## src/rtl/gh_uart_pkg.sv

```systemverilog
// Shared helpers for the UART core building blocks.
// - gh_width_t : unsigned integer type used for width arithmetic
// - gh_clog2   : ceiling log2, returns 0 for n <= 1
// - gh_fill_w  : width of a 0..depth occupancy counter (at least 1 bit)
package gh_uart_pkg;

    typedef int unsigned gh_width_t;

    function automatic gh_width_t gh_clog2(input gh_width_t n);
        gh_width_t r;
        gh_width_t v;
        r = 0;
        v = 1;
        while (v < n) begin
            v = v << 1;
            r = r + 1;
        end
        return r;
    endfunction

    function automatic gh_width_t gh_fill_w(input gh_width_t depth);
        gh_width_t w;
        w = gh_clog2(depth + 1);
        return (w < 1) ? 1 : w;
    endfunction

endpackage

```

## src/rtl/gh_pipe_stage.sv

```systemverilog
// Single clock-enabled register stage.
// Ports:
//   clk  - clock, rising edge
//   rst  - asynchronous reset, active-high, loads RST_VAL
//   clr  - synchronous clear, loads RST_VAL, wins over ce
//   ce   - clock enable, loads d
//   d    - next value
//   q    - registered value
module gh_pipe_stage #(
    parameter int              W       = 1,
    parameter logic [W-1:0]    RST_VAL = '0
) (
    input  logic         clk,
    input  logic         rst,
    input  logic         clr,
    input  logic         ce,
    input  logic [W-1:0] d,
    output logic [W-1:0] q
);

    always_ff @(posedge clk or posedge rst) begin
        if (rst) begin
            q <= RST_VAL;
        end else if (clr) begin
            q <= RST_VAL;
        end else if (ce) begin
            q <= d;
        end
    end

endmodule

```

## src/rtl/gh_delay_line_ce.sv

```systemverilog
// Multi-stage clock-enabled delay line with per-stage valid tracking.
// Each stage holds {data, valid}; an enabled edge shifts the whole line by
// one stage, clr flushes every stage back to RST_VAL/invalid.
// Ports:
//   clk, rst        - clock (rising edge), async active-high reset
//   ce, clr         - advance enable, synchronous flush (clr wins)
//   d, d_vld        - data/valid into stage 0
//   tap_sel         - stage index for tap_q/tap_vld (out of range -> RST_VAL/0)
//   q, q_vld        - registered last stage
//   tap_q, tap_vld  - selected stage
//   fill            - number of valid stages, 0..DEPTH
//   full, empty     - decode of fill
module gh_delay_line_ce
    import gh_uart_pkg::*;
#(
    parameter int                WIDTH   = 8,
    parameter int                DEPTH   = 4,
    parameter logic [WIDTH-1:0]  RST_VAL = '0
) (
    input  logic                          clk,
    input  logic                          rst,
    input  logic                          ce,
    input  logic                          clr,
    input  logic [WIDTH-1:0]              d,
    input  logic                          d_vld,
    input  logic [gh_clog2(DEPTH):0]      tap_sel,
    output logic [WIDTH-1:0]              q,
    output logic                          q_vld,
    output logic [WIDTH-1:0]              tap_q,
    output logic                          tap_vld,
    output logic [gh_fill_w(DEPTH)-1:0]   fill,
    output logic                          full,
    output logic                          empty
);

    localparam int TW = gh_clog2(DEPTH) + 1;
    localparam int FW = gh_fill_w(DEPTH);

    if (DEPTH < 1) begin : g_bad_depth
        $error("gh_delay_line_ce: DEPTH must be at least 1");
    end

    // Stage layout: {data, valid}; the valid bit resets to 0.
    logic [WIDTH:0] stg [DEPTH];

    for (genvar i = 0; i < DEPTH; i++) begin : g_stage
        logic [WIDTH:0] stg_d;
        if (i == 0) begin : g_first
            assign stg_d = {d, d_vld};
        end else begin : g_next
            assign stg_d = stg[i-1];
        end

        gh_pipe_stage #(
            .W       (WIDTH + 1),
            .RST_VAL ({RST_VAL, 1'b0})
        ) u_stage (
            .clk (clk),
            .rst (rst),
            .clr (clr),
            .ce  (ce),
            .d   (stg_d),
            .q   (stg[i])
        );
    end

    assign q     = stg[DEPTH-1][WIDTH:1];
    assign q_vld = stg[DEPTH-1][0];

    // Entry and exit on the same edge cancel; the valid bits bound the
    // count to 0..DEPTH so the modular arithmetic never wraps.
    always_ff @(posedge clk or posedge rst) begin
        if (rst) begin
            fill <= '0;
        end else if (clr) begin
            fill <= '0;
        end else if (ce) begin
            fill <= fill + FW'(d_vld) - FW'(stg[DEPTH-1][0]);
        end
    end

    assign full  = (fill == FW'(DEPTH));
    assign empty = (fill == '0);

    always_comb begin
        tap_q   = RST_VAL;
        tap_vld = 1'b0;
        for (int i = 0; i < DEPTH; i++) begin
            if (tap_sel == TW'(i)) begin
                tap_q   = stg[i][WIDTH:1];
                tap_vld = stg[i][0];
            end
        end
    end

endmodule

```

## config.mk

```make
export PLATFORM = sky130hd
export DESIGN_NAME = gh_delay_line_ce
export DESIGN_NICKNAME = d
export VERILOG_FILES = /design/src/rtl/gh_uart_pkg.sv /design/src/rtl/gh_pipe_stage.sv /design/src/rtl/gh_delay_line_ce.sv
export SDC_FILE = /design/constraint.sdc
export NUM_CORES = 1
export LEC_CHECK = 0
export BUFFER_PORTS_ARGS = -buffer_cell sky130_fd_sc_hd__buf_2
export CAP_MARGIN = 20
export CORE_UTILIZATION = 60
export CTS_BUF_LIST = sky130_fd_sc_hd__clkbuf_4
export CTS_CLUSTER_DIAMETER = 150
export CTS_CLUSTER_SIZE = 12
export DETAILED_ROUTE_END_ITERATION = 10
export PLACE_DENSITY = 0.86
export SYNTH_ARGS = -nofsm -noshare
export SYNTH_HDL_FRONTEND = slang
export SYNTH_SLANG_ARGS = --single-unit
```

## constraint.sdc

```tcl
create_clock -name clk -period 6.1 [get_ports clk]
set_clock_uncertainty 0.15 [all_clocks]
set_input_delay 0.915 -clock clk [delete_from_list [all_inputs] [get_ports clk]]
set_output_delay 0.915 -clock clk [all_outputs]
set_load 0.005 [all_outputs]
```

**Word-level counts from Yosys, hierarchy flattened**

Index checks and enable logic that the tools add are counted.

- Add/sub/neg operators: 2
- Reductions and logical operators: 3
- Eq/ne operators: 4
- Multiplexer cells: 18

Operators by type and width:

| operator | number |
|---|---|
| $mux 9 | 8 |
| $mux 8 | 4 |
| $eq 3x2->1 const B | 2 |
| $logic_not 3->1 | 2 |
| $mux 3 | 2 |
| $mux 1 | 4 |
| $add 3x1->3 | 1 |
| $eq 3x1->1 const B | 1 |
| $eq 3x3->1 const B | 1 |
| $sub 3x1->3 | 1 |
| $reduce_bool 2->1 | 1 |

- Bits of input ports: 16
- Word-level logic and storage cells: 32
- Register bits: 39
- Output and inout port bits: 23

**Logic depth before layout (Yosys ltp)**

- Word-level depth: 5
- Gate-level depth with buffers: 9
- Depth with buffers taken out: 9

**Hierarchy**

From an unflattened synthesis, not the netlist that was laid out.

- Cell total of the unflattened synthesis: 161
- Area, all modules: 1951.9 µm²

By module, submodules not included:

| module | sequential area each (µm²) | cells an instance | instances | area each (µm²) |
|---|---|---|---|---|
| gh_pipe_stage | 225.2 | 30 | 4 | 367.9 |
| gh_delay_line_ce | 75.1 | 41 | 1 | 480.5 |

**Worst setup path before layout**

OpenSTA, ideal clock, no wires.

- Kind: in2out
- Start point: input port tap_sel[0]
- End point: output port tap_vld
- Stages: 3
- Data arrival time: 1683 ps
- Setup slack: 3352 ps
- Path buffers: 1
- Path through: buf_6 mux4_2 nor2b_1

- Longest elaborated chain between the ends: 5
- Elaborated cells between the ends (all ways): 8
- Classes of those cells: eq/ne: 3; mux: 4; reduce/logical: 1

RTL lines:

| element | RTL line | RTL |
|---|---|---|
| start: declaration | gh_delay_line_ce.sv:26 | `input logic [gh_clog2(DEPTH):0] tap_sel,` |
| $logic_not 3->1 | gh_delay_line_ce.sv:89 | `if (tap_sel == TW'(i)) begin` |
| $mux 1 (3 in a row) | gh_delay_line_ce.sv:89 |  |
| $mux 1 * | gh_delay_line_ce.sv:89 |  |
| end: declaration | gh_delay_line_ce.sv:30 | `output logic tap_vld,` |

Every way passes the cells marked *; elsewhere a longest branch is shown, timed or not.

**Worst setup path in the final report**

- Start point: input port tap_sel[0]
- End point: output port tap_q[0]

- Longest elaborated chain between the ends: 5
- Elaborated cells between the ends (all ways): 8
- Classes of those cells: eq/ne: 3; mux: 4; reduce/logical: 1

RTL lines:

| element | RTL line | RTL |
|---|---|---|
| $logic_not 3->1 | gh_delay_line_ce.sv:89 |  |
| $mux 8 (3 in a row) | gh_delay_line_ce.sv:89 |  |
| $mux 8 * | gh_delay_line_ce.sv:89 |  |
| end: declaration | gh_delay_line_ce.sv:29 | `output logic [WIDTH-1:0] tap_q,` |

Marks and branches as above.

==> flow_metrics.env <==
export IMPL_outcome="complete, no violations"
export IMPL_synthCells=159
export IMPL_ios=39
export IMPL_period_minus_slack_ns=3.09
export IMPL_cts_tree="yes"
export IMPL_grt_use_total_pct=23.4
export IMPL_ys_seq_area_share_pct=50.7
export IMPL_grt_pass1_vias=1283
export IMPL_cts_repair_resized=0
export IMPL_required_ns=5.03
export IMPL_swShare_pct=26.4
export IMPL_insertedDiodeCount=0
export IMPL_ys_ff_latch=39
export IMPL_criticalPathCategory="in -> out"
export IMPL_die_width_um=58.6
export IMPL_dr_total_vias=1299
export IMPL_hp_class="reg -> reg"
export IMPL_comb_power_share_pct=12.6
export IMPL_io_buffer_count=38
export IMPL_initial_core_util_pct=63.0
export IMPL_path_clk_slew_ns=0.11
export IMPL_netlist_area_mm2=0.00192
export IMPL_synth_fp_nets=178
export IMPL_drv_slew=0
export IMPL_syn_avg_cell_area_um2=12.1
export IMPL_cts_setup_buffers=0
export IMPL_min_period_over_period_pct=50.7
export IMPL_slew_headroom_pct=26.5
export IMPL_worstPathMaxFanout=9
export IMPL_netlist_area_leader_share_pct=50.7
export IMPL_drt_total_wl_um=3500
export IMPL_clock_fmax_ghz=0.323
export IMPL_htree_levels=2
export IMPL_crit_path_start_kind="input pin"
export IMPL_cts_made_buffers=5
export IMPL_holdWs_ns=0.397
export IMPL_drive_above_1_share_pct=28.4
export IMPL_globalplace_congestion=0.782
export IMPL_tightest_slew_ns=1.10
export IMPL_yosysUniqueCellTypes=19
export IMPL_clk_path_buf_depth=2
export IMPL_drc=0
export IMPL_area_growth_pct=12.6
export IMPL_cap_violations=0
export IMPL_drt_iter0_drc=52
export IMPL_ant_nets=0
export IMPL_dieArea_mm2=0.00344
export IMPL_reg2reg_slack_ns=3.95
export IMPL_setup_worst_path_end_class="output pin"
export IMPL_ys_top_cells_by_area="dfrtp_1, mux2i_1, mux4_2"
export IMPL_insertion_delay_ns=0.35
export IMPL_rows=20
export IMPL_cts_num_sinks=39
export IMPL_dp_hpwl_um=2340
export IMPL_setup_viol=0
export IMPL_ir_worst_vdd_uv=166
export IMPL_dr_pass1_iters=4
export IMPL_gr_total_overflow=0
export IMPL_design_area_mm2=0.00217
export IMPL_final_nets=213
export IMPL_power_per_cell_area_mw_per_mm2=209
export IMPL_worstPathArrival_ns=2.03
export IMPL_power_share_sequential_pct=60.3
export IMPL_grt_pass1_wl_um=5770
export IMPL_grt_max_degree=41
export IMPL_p_leak_uw=0.00118
export IMPL_root_buffer="clkbuf_4"
export IMPL_hold_buffers=0
export IMPL_hold_viol_final=0
export IMPL_antenna_found_initial=0
export IMPL_ys_warn_count=0
export IMPL_synth_area_leader_cell="dfrtp_1"
export IMPL_p_sw_uw=119
export IMPL_rsz0062_at_grt="false"
export IMPL_die_y_um=58.6
export IMPL_intPower_uw=334
export IMPL_power_uw=453
export IMPL_viasPerCell=5.46
export IMPL_clock_power_share_pct=27.1
export IMPL_routedWlPerCell_um=14.7
export IMPL_placed_area_mm2=0.00212
export IMPL_core_area_mm2=0.00305
export IMPL_tns_ns=0
## final timing paths
check / depth (start not counted) / startpoint / to
max in group asynchronous: 3 / rst / g_stage[1].u_stage.q[7]$_DFFE_PP0P_
worst max register to register: 9 / fill[0]$_DFFE_PP0P_ / fill[2]$_DFFE_PP0P_
min in group asynchronous: 3 / rst / fill[1]$_DFFE_PP0P_
worst min register to register: 2 / g_stage[3].u_stage.q[4]$_DFFE_PP0P_ / g_stage[3].u_stage.q[4]$_DFFE_PP0P_
worst min-delay path: 2 / g_stage[3].u_stage.q[4]$_DFFE_PP0P_ / g_stage[3].u_stage.q[4]$_DFFE_PP0P_
worst max-delay path: 4 / tap_sel[0] / tap_q[0]
## synth_stat cells, drive strengths merged
master and n:
inv 5, dfrtp 39, a31o 1, xor2 1, buf 7, nand2b 1
fa 1, mux2i 38, nor3b 1, clkbuf 4, ha 2, nor2 39
mux4 9, nor3 1, nor2b 9, a21oi 1
## power groups by stage
stage	registers [µW]	logic (µW)	clock network, µW
2_1_floorplan	277	41.9	0
3_3_place_gp	278	55.7	0
3_5_place_dp	278	58.0	0
4_1_cts	273	58.0	126
5_1_grt	275	63.5	134
6_report	273	57.1	123
## metal layers
layer / global-route usage, % / vias up / routed length, µm
met2: 38.8 / 39 / 1730
met5: 0 / - / 0
met3: 4.84 / 4 / 209
met4: 10.9 / 0 / 35
met1: 30.0 / 644 / 1520
li1: - / 612 / -
## state kept, by name (all words and copies together), names as in the netlist
name,flops
g_stage.u_stage.q,36
fill,3
## critical path: stages
cell and delay, ns:
buf_2 0.30, mux4_2 0.54, nor2b_1 0.14, buf_2 0.13
## cell families after synthesis
| group | Yosys count | synth area share (%) |
|---|---|---|
| AOI/OAI and AO/OA | 2 | 0.716 |
| xor gates and xnor gates | 1 | 0.456 |
| adders and majority gates | 3 | 2.34 |
| buffers and inverters | 16 | 3.90 |
| DFF | 39 | 50.7 |
| muxes | 47 | 30.3 |
| and+or+nand+nor | 51 | 11.5 |
## cells in the final DEF, fill, tap and decap left out, drive strengths merged
master,Yosys,final
dfrtp,39,39
mux2i,38,38
nor2,39,39
inv,5,5
fa,1,1
mux4,9,9
clkinv,0,2
buf,7,39
nor3b,1,1
a21oi,1,1
nor3,1,1
ha,2,2
xor2,1,1
a31o,1,1
nor2b,9,9
clkbuf,4,5
nand2b,1,1
## final cells by class
type / count / area [µm²]
flip-flops and latches: 39 / 976
inverters: 5 / 18.8
multi-input cells: 104 / 872
well taps: 44 / 55.1
repair buffers: 39 / 198
clock buffers: 5 / 37.5
fillers: 237 / 887
clock inverters: 2 / 8.76
## per-stage QoR
stage | utilization, % | instances | worst slack, ns
6_report | 70.9 | 238 | 3.01
4_1_cts | 70.9 | 238 | 2.98
2_1_floorplan | - | 159 | 3.35
3_3_place_gp | 69.4 | 231 | 3.00
3_5_place_dp | 69.4 | 231 | 2.98
5_1_grt | 70.9 | 238 | 2.94
(Power assumes the default switching activity.)
